[src/rtl/gemm_pkg.sv]
// Shared types and constants for the GEMM job scheduler.
//   - DIM_W / TAG_W / CYC_W : descriptor and report field widths
//   - sched_state_t         : scheduler FSM state encoding
//   - ERR_*                 : completion error codes
//   - gemm_job_t            : queued job descriptor {m,k,n,tag}
//   - dim_ok()              : legal-dimension test (1..max_dim)
package gemm_pkg;

  localparam int DIM_W = 8;
  localparam int TAG_W = 4;
  localparam int CYC_W = 16;

  typedef enum logic [2:0] {
    S_IDLE      = 3'd0,
    S_CHECK     = 3'd1,
    S_ISSUE     = 3'd2,
    S_WAIT_BUSY = 3'd3,
    S_RUN       = 3'd4,
    S_REPORT    = 3'd5
  } sched_state_t;

  localparam logic [1:0] ERR_OK      = 2'd0;
  localparam logic [1:0] ERR_BAD_DIM = 2'd1;
  localparam logic [1:0] ERR_TIMEOUT = 2'd2;
  localparam logic [1:0] ERR_FLUSHED = 2'd3;

  typedef struct packed {
    logic [DIM_W-1:0] m;
    logic [DIM_W-1:0] k;
    logic [DIM_W-1:0] n;
    logic [TAG_W-1:0] tag;
  } gemm_job_t;

  function automatic logic dim_ok(input logic [DIM_W-1:0] d, input int max_dim);
    return (d != '0) && (int'(d) <= max_dim);
  endfunction

endpackage

[src/rtl/gemm_job_scheduler_if.sv]
// Host-side bus of the GEMM job scheduler.
//   job_*   : descriptor push channel (job_valid/job_ready handshake)
//   abort   : flush queued jobs
//   done_*  : completion record channel (done_valid/done_ready handshake)
//   irq     : one-cycle completion pulse
//   queue_count : number of descriptors waiting in the FIFO
// Handshakes: a transfer happens on every rising clock edge where valid and
// ready are both 1; the source holds valid and its payload stable until then.
// Modports: master = host side, slave = scheduler side.
interface gemm_job_scheduler_if #(
  parameter int DEPTH = 4
);
  import gemm_pkg::*;

  localparam int CNT_W = $clog2(DEPTH) + 1;

  logic             job_valid;
  logic             job_ready;
  logic [DIM_W-1:0] job_m;
  logic [DIM_W-1:0] job_k;
  logic [DIM_W-1:0] job_n;
  logic [TAG_W-1:0] job_tag;
  logic             abort;
  logic             done_valid;
  logic             done_ready;
  logic [TAG_W-1:0] done_tag;
  logic [1:0]       done_err;
  logic [CYC_W-1:0] done_cycles;
  logic             irq;
  logic [CNT_W-1:0] queue_count;

  modport master (
    output job_valid, job_m, job_k, job_n, job_tag, abort, done_ready,
    input  job_ready, done_valid, done_tag, done_err, done_cycles, irq, queue_count
  );

  modport slave (
    input  job_valid, job_m, job_k, job_n, job_tag, abort, done_ready,
    output job_ready, done_valid, done_tag, done_err, done_cycles, irq, queue_count
  );

endinterface

[src/rtl/gemm_job_fifo.sv]
// Synchronous descriptor FIFO.
//   push_i/push_data_i : write (ignored when full or flushing)
//   pop_i / head_o     : head entry, removed on pop (ignored when empty)
//   flush_i            : discard all entries in one cycle (wins over push/pop)
//   count_o/full_o/empty_o : occupancy, 0..DEPTH
module gemm_job_fifo import gemm_pkg::*; #(
  parameter int DEPTH = 4,
  localparam int AW = $clog2(DEPTH),
  localparam int CW = AW + 1
) (
  input  logic          clk,
  input  logic          reset_n,
  input  logic          push_i,
  input  gemm_job_t     push_data_i,
  input  logic          pop_i,
  input  logic          flush_i,
  output gemm_job_t     head_o,
  output logic [CW-1:0] count_o,
  output logic          full_o,
  output logic          empty_o
);

  gemm_job_t     mem_q [DEPTH];
  logic [AW-1:0] wr_ptr_q;
  logic [AW-1:0] rd_ptr_q;
  logic [CW-1:0] count_q;
  logic          do_push;
  logic          do_pop;

  assign full_o  = (count_q == CW'(DEPTH));
  assign empty_o = (count_q == '0);
  assign count_o = count_q;
  assign head_o  = mem_q[rd_ptr_q];

  assign do_push = push_i && !full_o && !flush_i;
  assign do_pop  = pop_i && !empty_o && !flush_i;

  // DEPTH is a power of two, so the pointers wrap by natural overflow.
  always_ff @(posedge clk or negedge reset_n) begin
    if (!reset_n) begin
      wr_ptr_q <= '0;
      rd_ptr_q <= '0;
      count_q  <= '0;
    end else if (flush_i) begin
      wr_ptr_q <= '0;
      rd_ptr_q <= '0;
      count_q  <= '0;
    end else begin
      if (do_push) wr_ptr_q <= wr_ptr_q + 1'b1;
      if (do_pop)  rd_ptr_q <= rd_ptr_q + 1'b1;
      case ({do_push, do_pop})
        2'b10:   count_q <= count_q + 1'b1;
        2'b01:   count_q <= count_q - 1'b1;
        default: count_q <= count_q;
      endcase
    end
  end

  always_ff @(posedge clk) begin
    if (do_push) mem_q[wr_ptr_q] <= push_data_i;
  end

endmodule

[src/rtl/gemm_job_scheduler.sv]
// GEMM job scheduler: queues host descriptors and runs them one at a time
// on the GEMM controller, returning a completion record per job.
//   clk, reset_n        : clock, asynchronous active-low reset
//   bus (slave)         : host job push / abort / completion channel
//   ctrl_in_valid_o     : one-cycle launch pulse to the controller
//   ctrl_m/k/n_o        : job dimensions, held for the whole job
//   ctrl_busy_i         : controller busy
//   state_o             : current FSM state (sched_state_t encoding)
// Flow: IDLE -> CHECK -> ISSUE -> WAIT_BUSY -> RUN -> REPORT -> IDLE.
module gemm_job_scheduler import gemm_pkg::*; #(
  parameter int DEPTH   = 4,
  parameter int MAX_DIM = 4,
  parameter int TIMEOUT = 8
) (
  input  logic               clk,
  input  logic               reset_n,
  gemm_job_scheduler_if.slave bus,
  output logic               ctrl_in_valid_o,
  output logic [DIM_W-1:0]   ctrl_m_o,
  output logic [DIM_W-1:0]   ctrl_k_o,
  output logic [DIM_W-1:0]   ctrl_n_o,
  input  logic               ctrl_busy_i,
  output logic [2:0]         state_o
);

  localparam int CW = $clog2(DEPTH) + 1;
  localparam int TW = $clog2(TIMEOUT + 1);

  localparam logic [2:0] ST_IDLE      = S_IDLE;
  localparam logic [2:0] ST_CHECK     = S_CHECK;
  localparam logic [2:0] ST_ISSUE     = S_ISSUE;
  localparam logic [2:0] ST_WAIT_BUSY = S_WAIT_BUSY;
  localparam logic [2:0] ST_RUN       = S_RUN;
  localparam logic [2:0] ST_REPORT    = S_REPORT;

  logic [2:0]       state_q, state_d;
  gemm_job_t        job_q, job_d;
  logic [1:0]       err_q, err_d;
  logic [CYC_W-1:0] cyc_q, cyc_d;
  logic [TW-1:0]    tmo_q, tmo_d;
  logic [DIM_W-1:0] cm_q, cm_d, ck_q, ck_d, cn_q, cn_d;
  logic             ivalid_q, ivalid_d;
  logic             irq_q, irq_d;

  logic             fifo_push;
  logic             fifo_pop;
  gemm_job_t        fifo_in;
  gemm_job_t        fifo_head;
  logic [CW-1:0]    fifo_count;
  logic             fifo_full;
  logic             fifo_empty;
  logic             dims_ok;

  // Ready depends only on occupancy and abort: a pop in the same cycle does
  // not open a slot for a push.
  assign bus.job_ready = !fifo_full && !bus.abort;
  assign fifo_push     = bus.job_valid && bus.job_ready;
  assign fifo_in       = '{m: bus.job_m, k: bus.job_k, n: bus.job_n, tag: bus.job_tag};

  gemm_job_fifo #(.DEPTH(DEPTH)) u_fifo (
    .clk         (clk),
    .reset_n     (reset_n),
    .push_i      (fifo_push),
    .push_data_i (fifo_in),
    .pop_i       (fifo_pop),
    .flush_i     (bus.abort),
    .head_o      (fifo_head),
    .count_o     (fifo_count),
    .full_o      (fifo_full),
    .empty_o     (fifo_empty)
  );

  assign dims_ok = dim_ok(job_q.m, MAX_DIM) && dim_ok(job_q.k, MAX_DIM) &&
                   dim_ok(job_q.n, MAX_DIM);

  always_comb begin
    state_d  = state_q;
    job_d    = job_q;
    err_d    = err_q;
    cyc_d    = cyc_q;
    tmo_d    = tmo_q;
    cm_d     = cm_q;
    ck_d     = ck_q;
    cn_d     = cn_q;
    ivalid_d = 1'b0;
    fifo_pop = 1'b0;
    case (state_q)
      ST_IDLE: begin
        // An abort in this cycle empties the FIFO, so nothing is taken.
        if (!fifo_empty && !bus.abort) begin
          fifo_pop = 1'b1;
          job_d    = fifo_head;
          err_d    = ERR_OK;
          cyc_d    = '0;
          state_d  = ST_CHECK;
        end
      end
      ST_CHECK: begin
        if (bus.abort) begin
          err_d   = ERR_FLUSHED;
          state_d = ST_REPORT;
        end else if (!dims_ok) begin
          err_d   = ERR_BAD_DIM;
          state_d = ST_REPORT;
        end else begin
          cm_d     = job_q.m;
          ck_d     = job_q.k;
          cn_d     = job_q.n;
          ivalid_d = 1'b1;
          state_d  = ST_ISSUE;
        end
      end
      ST_ISSUE: begin
        // The launch pulse is already on the wire here, so an abort no longer
        // cancels the job.
        tmo_d   = '0;
        state_d = ST_WAIT_BUSY;
      end
      ST_WAIT_BUSY: begin
        if (ctrl_busy_i) begin
          cyc_d   = CYC_W'(1);
          state_d = ST_RUN;
        end else if (tmo_q == TW'(TIMEOUT - 1)) begin
          err_d   = ERR_TIMEOUT;
          state_d = ST_REPORT;
        end else begin
          tmo_d = tmo_q + 1'b1;
        end
      end
      ST_RUN: begin
        if (ctrl_busy_i) begin
          if (cyc_q != '1) cyc_d = cyc_q + 1'b1;
        end else begin
          err_d   = ERR_OK;
          state_d = ST_REPORT;
        end
      end
      ST_REPORT: begin
        if (bus.done_ready) state_d = ST_IDLE;
      end
      default: state_d = ST_IDLE;
    endcase
    irq_d = (state_d == ST_REPORT) && (state_q != ST_REPORT);
  end

  always_ff @(posedge clk or negedge reset_n) begin
    if (!reset_n) begin
      state_q  <= ST_IDLE;
      job_q    <= '0;
      err_q    <= ERR_OK;
      cyc_q    <= '0;
      tmo_q    <= '0;
      cm_q     <= '0;
      ck_q     <= '0;
      cn_q     <= '0;
      ivalid_q <= 1'b0;
      irq_q    <= 1'b0;
    end else begin
      state_q  <= state_d;
      job_q    <= job_d;
      err_q    <= err_d;
      cyc_q    <= cyc_d;
      tmo_q    <= tmo_d;
      cm_q     <= cm_d;
      ck_q     <= ck_d;
      cn_q     <= cn_d;
      ivalid_q <= ivalid_d;
      irq_q    <= irq_d;
    end
  end

  assign bus.done_valid  = (state_q == ST_REPORT);
  assign bus.done_tag    = job_q.tag;
  assign bus.done_err    = err_q;
  assign bus.done_cycles = cyc_q;
  assign bus.irq         = irq_q;
  assign bus.queue_count = fifo_count;

  assign ctrl_in_valid_o = ivalid_q;
  assign ctrl_m_o        = cm_q;
  assign ctrl_k_o        = ck_q;
  assign ctrl_n_o        = cn_q;
  assign state_o         = state_q;

endmodule

[src/flat_wrapper.sv]
// flat-port wrapper written by rule: the top's interface ports become plain ports
module gemm_job_scheduler_flat import gemm_pkg::*;
#(
  parameter int DEPTH   = 4,
  parameter int MAX_DIM = 4,
  parameter int TIMEOUT = 8
)
  (clk, reset_n, ctrl_in_valid_o, ctrl_m_o, ctrl_k_o, ctrl_n_o, ctrl_busy_i, state_o, bus_job_valid, bus_job_m, bus_job_k, bus_job_n, bus_job_tag, bus_abort, bus_done_ready, bus_job_ready, bus_done_valid, bus_done_tag, bus_done_err, bus_done_cycles, bus_irq, bus_queue_count);
  gemm_job_scheduler_if #(.DEPTH(DEPTH)) bus_i ();
  input  logic clk;
  input  logic reset_n;
  output logic ctrl_in_valid_o;
  output logic [DIM_W-1:0] ctrl_m_o;
  output logic [DIM_W-1:0] ctrl_k_o;
  output logic [DIM_W-1:0] ctrl_n_o;
  input  logic ctrl_busy_i;
  output logic [2:0] state_o;
  input wire logic [$bits(bus_i.job_valid)-1:0] bus_job_valid;
  input wire logic [$bits(bus_i.job_m)-1:0] bus_job_m;
  input wire logic [$bits(bus_i.job_k)-1:0] bus_job_k;
  input wire logic [$bits(bus_i.job_n)-1:0] bus_job_n;
  input wire logic [$bits(bus_i.job_tag)-1:0] bus_job_tag;
  input wire logic [$bits(bus_i.abort)-1:0] bus_abort;
  input wire logic [$bits(bus_i.done_ready)-1:0] bus_done_ready;
  output wire logic [$bits(bus_i.job_ready)-1:0] bus_job_ready;
  output wire logic [$bits(bus_i.done_valid)-1:0] bus_done_valid;
  output wire logic [$bits(bus_i.done_tag)-1:0] bus_done_tag;
  output wire logic [$bits(bus_i.done_err)-1:0] bus_done_err;
  output wire logic [$bits(bus_i.done_cycles)-1:0] bus_done_cycles;
  output wire logic [$bits(bus_i.irq)-1:0] bus_irq;
  output wire logic [$bits(bus_i.queue_count)-1:0] bus_queue_count;
  assign bus_i.job_valid = bus_job_valid;
  assign bus_i.job_m = bus_job_m;
  assign bus_i.job_k = bus_job_k;
  assign bus_i.job_n = bus_job_n;
  assign bus_i.job_tag = bus_job_tag;
  assign bus_i.abort = bus_abort;
  assign bus_i.done_ready = bus_done_ready;
  assign bus_job_ready = bus_i.job_ready;
  assign bus_done_valid = bus_i.done_valid;
  assign bus_done_tag = bus_i.done_tag;
  assign bus_done_err = bus_i.done_err;
  assign bus_done_cycles = bus_i.done_cycles;
  assign bus_irq = bus_i.irq;
  assign bus_queue_count = bus_i.queue_count;
  gemm_job_scheduler #(.DEPTH(DEPTH), .MAX_DIM(MAX_DIM), .TIMEOUT(TIMEOUT)) u_core (.clk(clk), .reset_n(reset_n), .bus(bus_i), .ctrl_in_valid_o(ctrl_in_valid_o), .ctrl_m_o(ctrl_m_o), .ctrl_k_o(ctrl_k_o), .ctrl_n_o(ctrl_n_o), .ctrl_busy_i(ctrl_busy_i), .state_o(state_o));
endmodule
[config.mk]
export PLATFORM = sky130hd
export DESIGN_NAME = gemm_job_scheduler_flat
export DESIGN_NICKNAME = d
export VERILOG_FILES = /design/src/rtl/gemm_pkg.sv /design/src/rtl/gemm_job_scheduler_if.sv /design/src/rtl/gemm_job_fifo.sv /design/src/rtl/gemm_job_scheduler.sv /design/src/flat_wrapper.sv
export SDC_FILE = /design/constraint.sdc
export NUM_CORES = 1
export LEC_CHECK = 0
export ABC_AREA = 0
export BUFFER_PORTS_ARGS = -buffer_cell sky130_fd_sc_hd__buf_2
export CORE_ASPECT_RATIO = 0.5
export CORE_UTILIZATION = 58
export CTS_CLUSTER_SIZE = 12
export DETAILED_ROUTE_END_ITERATION = 8
export GPL_TIMING_DRIVEN = 1
export PLACE_DENSITY = 0.76
export SYNTH_ARGS = -nofsm -noshare
export SYNTH_HDL_FRONTEND = slang
export SYNTH_SLANG_ARGS = --single-unit
[constraint.sdc]
create_clock -name clk -period 2.92 [get_ports clk]
set_input_delay 0.438 -clock clk [delete_from_list [all_inputs] [get_ports clk]]
set_output_delay 0.438 -clock clk [all_outputs]
set_load 0.01 [all_outputs]
# [After elaboration in Yosys (flattened, before gate mapping)]
# Memory sizes are Yosys's and may differ from the RTL's. A register that Yosys moved wholly into a read port is not among the register bits.
# Index checks and enable logic that the tools add are counted.
[totals] ff_bits=58 mem_bits_rw=112 inputBits=34 output_inout_bits=56 elab_cells=113 n_memories=1
[op_classes] add_sub_neg=6 order_cmp=3 eq_ne=21 mux=36 n_bitwise=1 n_reduce_logical=33
[mem_list] name="u_core.u_fifo.mem_q" depth=4 width=28 rd=1 rd_ports_with_merged_regs=1 wr=1 line_no="gemm_job_fifo.sv:23" source="gemm_job_t mem_q [DEPTH];"
[op_table] cell="$mux W16" count=4
[op_table] cell="$pmux W16 S3" count=1
[op_table] cell="$le A8 B3 Y1 const B" count=3
[op_table] cell="$mux W3" count=8
[op_table] cell="$reduce_bool A8 Y1" count=3
[op_table] cell="$mux W2" count=10
[op_table] cell="$pmux W3 S6" count=1
[op_table] cell="$add A16 B1 Y16 const B" count=1
[op_table] cell="$ne A16 B16 Y1 const B" count=1
[op_table] cell="$logic_and A1 B1 Y1" count=13
[op_table] cell="$eq A3 B3 Y1 const B" count=4
[op_table] cell="$ne A2 B2 Y1 const B" count=5
[op_table] cell="$mux W4" count=2
[op_table] cell="$pmux W2 S4" count=1
[op_table] cell="$pmux W4 S2" count=1
[op_table] cell="$mux W1" count=7
[op_table] cell="$eq A3 B2 Y1 const B" count=2
[op_table] cell="$logic_not A3 Y1" count=2
[op_table] cell="$ne A2 B1 Y1 const B" count=3
[op_table] cell="$ne A3 B3 Y1 const B" count=2
[op_table] cell="$pmux W3 S2" count=1
[op_table] cell="$reduce_and A3 Y1" count=2
[op_table] cell="$reduce_and A6 Y1" count=1
[op_table] cell="$reduce_bool A2 Y1" count=3
[op_table] cell="14 further kinds" count=19

# [Logic depth before layout (Yosys ltp)]
[logic_depth] depth_word=10 ltp_mapped=10 ltp_nobuf=7

# [Cells and area by module]
# From an unflattened synthesis, not the netlist that was laid out.
[hier_totals] cells_unflattened=578 hier_area_um2=8100.3
[modules_own_cells] mod="gemm_job_fifo" instances=1 cells_per_inst=210 area_per_inst_um2=4576.9 seq_area_each_um2=3538.4
[modules_own_cells] mod="gemm_job_scheduler" instances=1 cells_per_inst=368 area_per_inst_um2=3523.4 seq_area_each_um2=1976.9

# [Least setup slack after synthesis]
# No wires, ideal clock.
[synth_timing] kind="register to register" start="register u_core.state_q[1], in the netlist u_core.state_o[1]" end="register u_core.u_fifo.count_q[1], in the netlist u_core.u_fifo.count_o[1]" setup_time_ps=131 arrival_time_ps=2410 required_time_ps=2789 path_slack_ps=379 stages_incl_launch_ff=10 n_path_buf=3 period_less_slack_ps=2541 path_cell_list="dfrtp_1 > or3_1 > clkbuf_1 > nor3_2 > buf_2 > buf_4 > nor2b_1 > fa_1 > a22oi_1 > nor2_1"
[synth_via] elab_chain_len=7 word_cells_on_any_way=9 classes_between="eq/ne: 2; mux: 3; reduce/logical: 4"
[synth_rtl] element="start, declared" line_no="gemm_job_scheduler.sv:36" source="logic [2:0] state_q, state_d;"
[synth_rtl] element="start signal, assigned" line_no="gemm_job_scheduler.sv:159" source="state_q <= state_d;"
[synth_rtl] element="$logic_not A3 Y1 *" line_no="gemm_job_scheduler.sv:87" source="case (state_q)"
[synth_rtl] element="$mux W1 *" line_no="gemm_job_scheduler.sv:87"
[synth_rtl] element="$logic_and A1 B1 Y1 * (2 in a row)" line_no="gemm_job_fifo.sv:36" source="assign do_pop = pop_i && !empty_o && !flush_i;"
[synth_rtl] element="$eq A2 B1 Y1 or $eq A2 B2 Y1 (tied branches)" line_no="gemm_job_fifo.sv:51" source="case ({do_push, do_pop})"
[synth_rtl] element="$pmux W3 S2" line_no="gemm_job_fifo.sv:51"
[synth_rtl] element="$mux W3" line_no="gemm_job_fifo.sv:44" source="end else if (flush_i) begin"
[synth_rtl] element="end signal, assigned" line_no="gemm_job_fifo.sv:52" source="2'b10: count_q <= count_q + 1'b1;"
[synth_rtl] element="end signal, assigned" line_no="gemm_job_fifo.sv:53" source="2'b01: count_q <= count_q - 1'b1;"
[synth_rtl] element="end signal, assigned" line_no="gemm_job_fifo.sv:54" source="default: count_q <= count_q;"
[synth_rtl] element="end, declared" line_no="gemm_job_fifo.sv:26" source="logic [CW-1:0] count_q;"
# Every way passes the cells marked *; elsewhere a longest branch is shown, timed or not.
# A chain may end at the register's enable or synchronous reset.

# [Worst setup path after layout]
[layout_timing] start="register u_core.job_q[24] (netlist bit)" end="register u_core.ck_q[1], in the netlist u_core.ctrl_k_o[1]"
[layout_via] elab_chain_len=5 word_cells_on_any_way=6 classes_between="order compare: 1; reduce/logical: 5"
[layout_rtl] element="start, declared" line_no="gemm_job_scheduler.sv:37" source="gemm_job_t job_q, job_d;"
[layout_rtl] element="start signal, assigned" line_no="gemm_job_scheduler.sv:160" source="job_q <= job_d;"
[layout_rtl] element="$le A8 B3 Y1 or $reduce_bool A8 Y1 (tied branches)" line_no="gemm_pkg.sv:35" source="return (d != '0) && (int'(d) <= max_dim);"
[layout_rtl] element="$logic_and A1 B1 Y1 *" line_no="gemm_pkg.sv:35"
[layout_rtl] element="$logic_and A1 B1 Y1 * (2 in a row)" line_no="gemm_job_scheduler.sv:73" source="assign dims_ok = dim_ok(job_q.m, MAX_DIM) && dim_ok(job_q.k, MAX_DIM) &&"
[layout_rtl] element="$reduce_and A3 Y1 (no source line) *"
[layout_rtl] element="end signal, assigned" line_no="gemm_job_scheduler.sv:165" source="ck_q <= ck_d;"
[layout_rtl] element="end, declared" line_no="gemm_job_scheduler.sv:41" source="logic [DIM_W-1:0] cm_q, cm_d, ck_q, ck_d, cn_q, cn_d;"
# Marked as above.

==> results.py <==
metrics = {
    "status": {
        "run_status": "finished, final reports clean",
    },
    "logic_synthesis": {
        "synthFlopType": "edfxtp_1",
        "synth_xor_area_frac": 0.00867,
        "synthMuxAreaShare": 0.134,
        "synth-seq-cells": 198,
        "ys_warn_count": 0,
        "synth_fa_ha_area_frac": 0.0118,
        "syn-num-nets": 556,
        "synth-simple-area-share": 0.0876,
        "synth_enable_flop_cells": 112,
        "async_flop_share": 0.434,
        "seq_area_frac_synth": 0.682,
        "synth_cell_types": 55,
        "synth_top_family_by_area": "multiplexers",
        "syn_inst": 515,
        "synth_area_um2": 8080,
        "synth_compound_area_frac": 0.0546,
        "syn_avg_cell_area_um2": 15.7,
    },
    "critical_path": {
        "slowest_delay_ns": 0.73,
        "cp.required_ns": 3.23,
        "worst-path-max-fanout": 10,
        "crit_family": "simple AND/OR/NAND/NOR gates",
        "crit_arrival_ns": 2.88,
        "critPathKind": "flop to flop",
        "worstSetupStartpointType": "flop",
        "end_kind": "flop",
        "crit_slowest_cell": "or4_1",
        "cp.buffers_inverters": 0,
        "cp_cell_sequence": "nor4_1 > nand4_1 > or4_1 > nor2_8 > mux2_2",
    },
    "placement": {
        "placed_area_um2": 8790,
        "dp_cells": 784,
        "globalplace.congestion": 0.886,
        "dp_hpwl_um": 9670,
        "io_buffer_count": 89,
    },
    "finish": {
        "diodes": 0,
        "nNetsFinal": 652,
        "multiInputGateArea_um2": 2400,
        "synthToLayoutAreaGrowth_pct": 16.6,
        "regArea_um2": 5520,
        "nFillCells": 912,
        "finalInstanceArea_um2": 9430,
        "stdcell_count": 816,
        "drive_above_1_share": 0.338,
    },
    "clocking": {
        "clockRootBuffer": "clkbuf_16",
        "ctsHoldBuffers": 0,
        "cts_buffers": 17,
        "cts_buffer_depth": 2,
        "clock_latency_ns": 0.43,
        "tritoncts": "yes",
        "post-cts-setup-buffers": 0,
        "post_cts.resized_instances": 0,
        "cts_sinks": 198,
        "htreeDepth": 4,
        "cts.clk_slew.worst_paths_ns": 0.09,
    },
    "floorplan": {
        "rows": 30,
        "start_util": 0.595,
        "fp.coreArea_um2": 13600,
        "die_h_um": 85.5,
        "die_x_um": 169,
        "dieArea_um2": 14400,
        "ios": 90,
    },
    "drt": {
        "dr.pass1.iters": 4,
        "drt_iter0_drc": 366,
        "wl_um": 15200,
        "route.vias.total": 4706,
        "routed_via_density": 5.77,
        "wl_per_cell_um": 18.6,
        "drc": 0,
        "ant_nets": 0,
    },
    "timing": {
        "grt_setup_unrepaired": "no",
        "maxSlewHeadroom": 0.466,
        "slew_viol_final": 0,
        "fin_crit_ns": 2.57,
        "tns_ns": 0,
        "fmax_ghz": 0.389,
        "fin_skew_ns": 0.0178,
        "setup_viol": 0,
        "finalHoldViolations": 0,
        "fin_hold_ws_ns": 0.0305,
        "worst_pin_slew_ns": 0.793,
        "fin_crit_sh": 0.880,
    },
    "job": {
        "maxCapViolCount": 0,
    },
    "grt": {
        "antenna_found_initial": 1,
        "grt_max_degree": 49,
        "grt_pass1_vias": 4605,
        "grt_usage": 0.225,
        "grt_pass1_wl_um": 24300,
        "grt-ovfl-total": 0,
    },
    "power": {
        "finalPower_mw": 7.88,
        "vdd_drop_max_v": 0.000436,
        "p_leak_nw": 3.80,
        "power.density_nw_per_um2": 836,
    },
    "worst_hold_path": {
        "hold_class": "input port to asynchronous set/reset pin",
    },
}
[metrics by stage]
stage | util | worst slack [ns]
after detailed placement | 0.647 | 0.386
after CTS | 0.694 | 0.363
final | 0.694 | 0.349
after global placement | 0.647 | 0.475
after floorplan | - | 0.379
after global routing | 0.694 | 0.214
[final cells by class]
type,count,area share
Sequential cell,198,0.585
Timing Repair Buffer,106,0.0637
Multi-Input combinational cell,281,0.255
Tap cell,192,0.0255
Clock inverter,15,0.0226
Inverter,7,0.00279
Clock buffer,17,0.0451
[flip-flops by register name (all words and copies together) (netlist names)]
signal / flops
u_core.bus.done_cycles: 16
u_core.bus.done_err: 2
u_core.bus.done_tag: 4
u_core.bus.irq: 1
u_core.ctrl_in_valid_o: 1
u_core.ctrl_k_o: 8
u_core.ctrl_m_o: 8
u_core.ctrl_n_o: 8
u_core.job_q: 24
u_core.state_o: 3
u_core.tmo_q: 4
u_core.u_fifo.count_o: 3
u_core.u_fifo.mem_q: 112
u_core.u_fifo.rd_ptr_q: 2
u_core.u_fifo.wr_ptr_q: 2
[cell usage in the layout, fill, tap and decap left out, types with 6 or more instances in the layout]
cell,count
mux2_2,33
o21ai_0,14
mux4_2,28
nor4_1,6
nor2b_1,17
nand3_1,14
nand2_1,26
nand4_1,7
clkbuf_16,17
a21oi_1,14
nor2_1,21
dfrtp_1,85
inv_1,7
a31oi_1,16
ha_1,6
buf_2,88
edfxtp_1,112
nor3_1,12
buf_4,16
[per-layer routing]
layer | global-route usage | vias up | wire (um)
met4 | 0.0727 | 2 | 170
li1 | - | 2168 | -
met3 | 0.0494 | 21 | 688
met1 | 0.306 | 2387 | 6810
met2 | 0.366 | 128 | 7520
met5 | 0 | - | 8
[synth_stat cells (3+ instances only)]
cell / instances / area, um^2
mux4_2: 28 / 631
nor4_1: 6 / 37.5
edfxtp_1: 112 / 3360
o31ai_1: 5 / 37.5
buf_2: 5 / 25.0
xor2_1: 5 / 43.8
or4_1: 3 / 22.5
mux2_4: 4 / 60.1
buf_4: 5 / 37.5
inv_1: 7 / 26.3
o21ai_0: 14 / 70.1
o211ai_1: 3 / 22.5
nor2_1: 21 / 78.8
a21oi_1: 14 / 70.1
clkbuf_1: 16 / 60.1
mux2_2: 33 / 372
and3_1: 3 / 18.8
a31oi_1: 16 / 100
nor2b_1: 17 / 106
nand3_1: 14 / 70.1
and4_1: 3 / 26.3
and2_1: 4 / 25.0
ha_1: 6 / 75.1
xnor2_1: 3 / 26.3
nand2_1: 26 / 97.6
nor3_1: 12 / 60.1
nor3b_1: 3 / 22.5
nand4_1: 7 / 43.8
o21a_1: 3 / 22.5
dfrtp_1: 86 / 2150
[power by group]
group	switching [mW]	internal [mW]	total [mW]	leakage (nW)
combinational	0.849	0.844	1.69	1.37
clock	1.18	1.27	2.45	0.309
sequential	0.382	3.36	3.74	2.12
total	2.41	5.47	7.88	3.80
[final timing paths]
| path | startpoint | endpoint | slack (ns) | cells past startpoint |
|---|---|---|---|---|
| max reg2reg | u_core.job_q[24]$_DFFE_PN0N_ | u_core.ctrl_k_o[1]$_DFFE_PN0P_ | 0.35 | 5 |
| min reg2reg | u_core.ctrl_m_o[3]$_DFFE_PN0P_ | u_core.ctrl_m_o[3]$_DFFE_PN0P_ | 0.50 | 1 |
| min in group clk | bus_job_k[0] | u_core.u_fifo.mem_q[3][12]$_DFFE_PP_ | 0.22 | 1 |
| min | reset_n | u_core.tmo_q[3]$_DFFE_PN0P_ | 0.03 | 1 |
| max | u_core.job_q[24]$_DFFE_PN0N_ | u_core.ctrl_k_o[1]$_DFFE_PN0P_ | 0.35 | 5 |
| max in group asynchronous | reset_n | u_core.job_q[5]$_DFFE_PN0N_ | 2.23 | 2 |
[logic make-up (layout without fill, tap and decap cells)]
logic type | count (synthesis) | after routing
xor gates and xnor gates | 8 | 8
adders and majority gates | 7 | 7
and+or+nand+nor | 130 | 130
AOI/OAI and AO/OA | 69 | 69
muxes | 67 | 67
buffers and inverters | 36 | 145
DFF | 198 | 198
No activity file was read; power rests on OpenSTA's default activity.
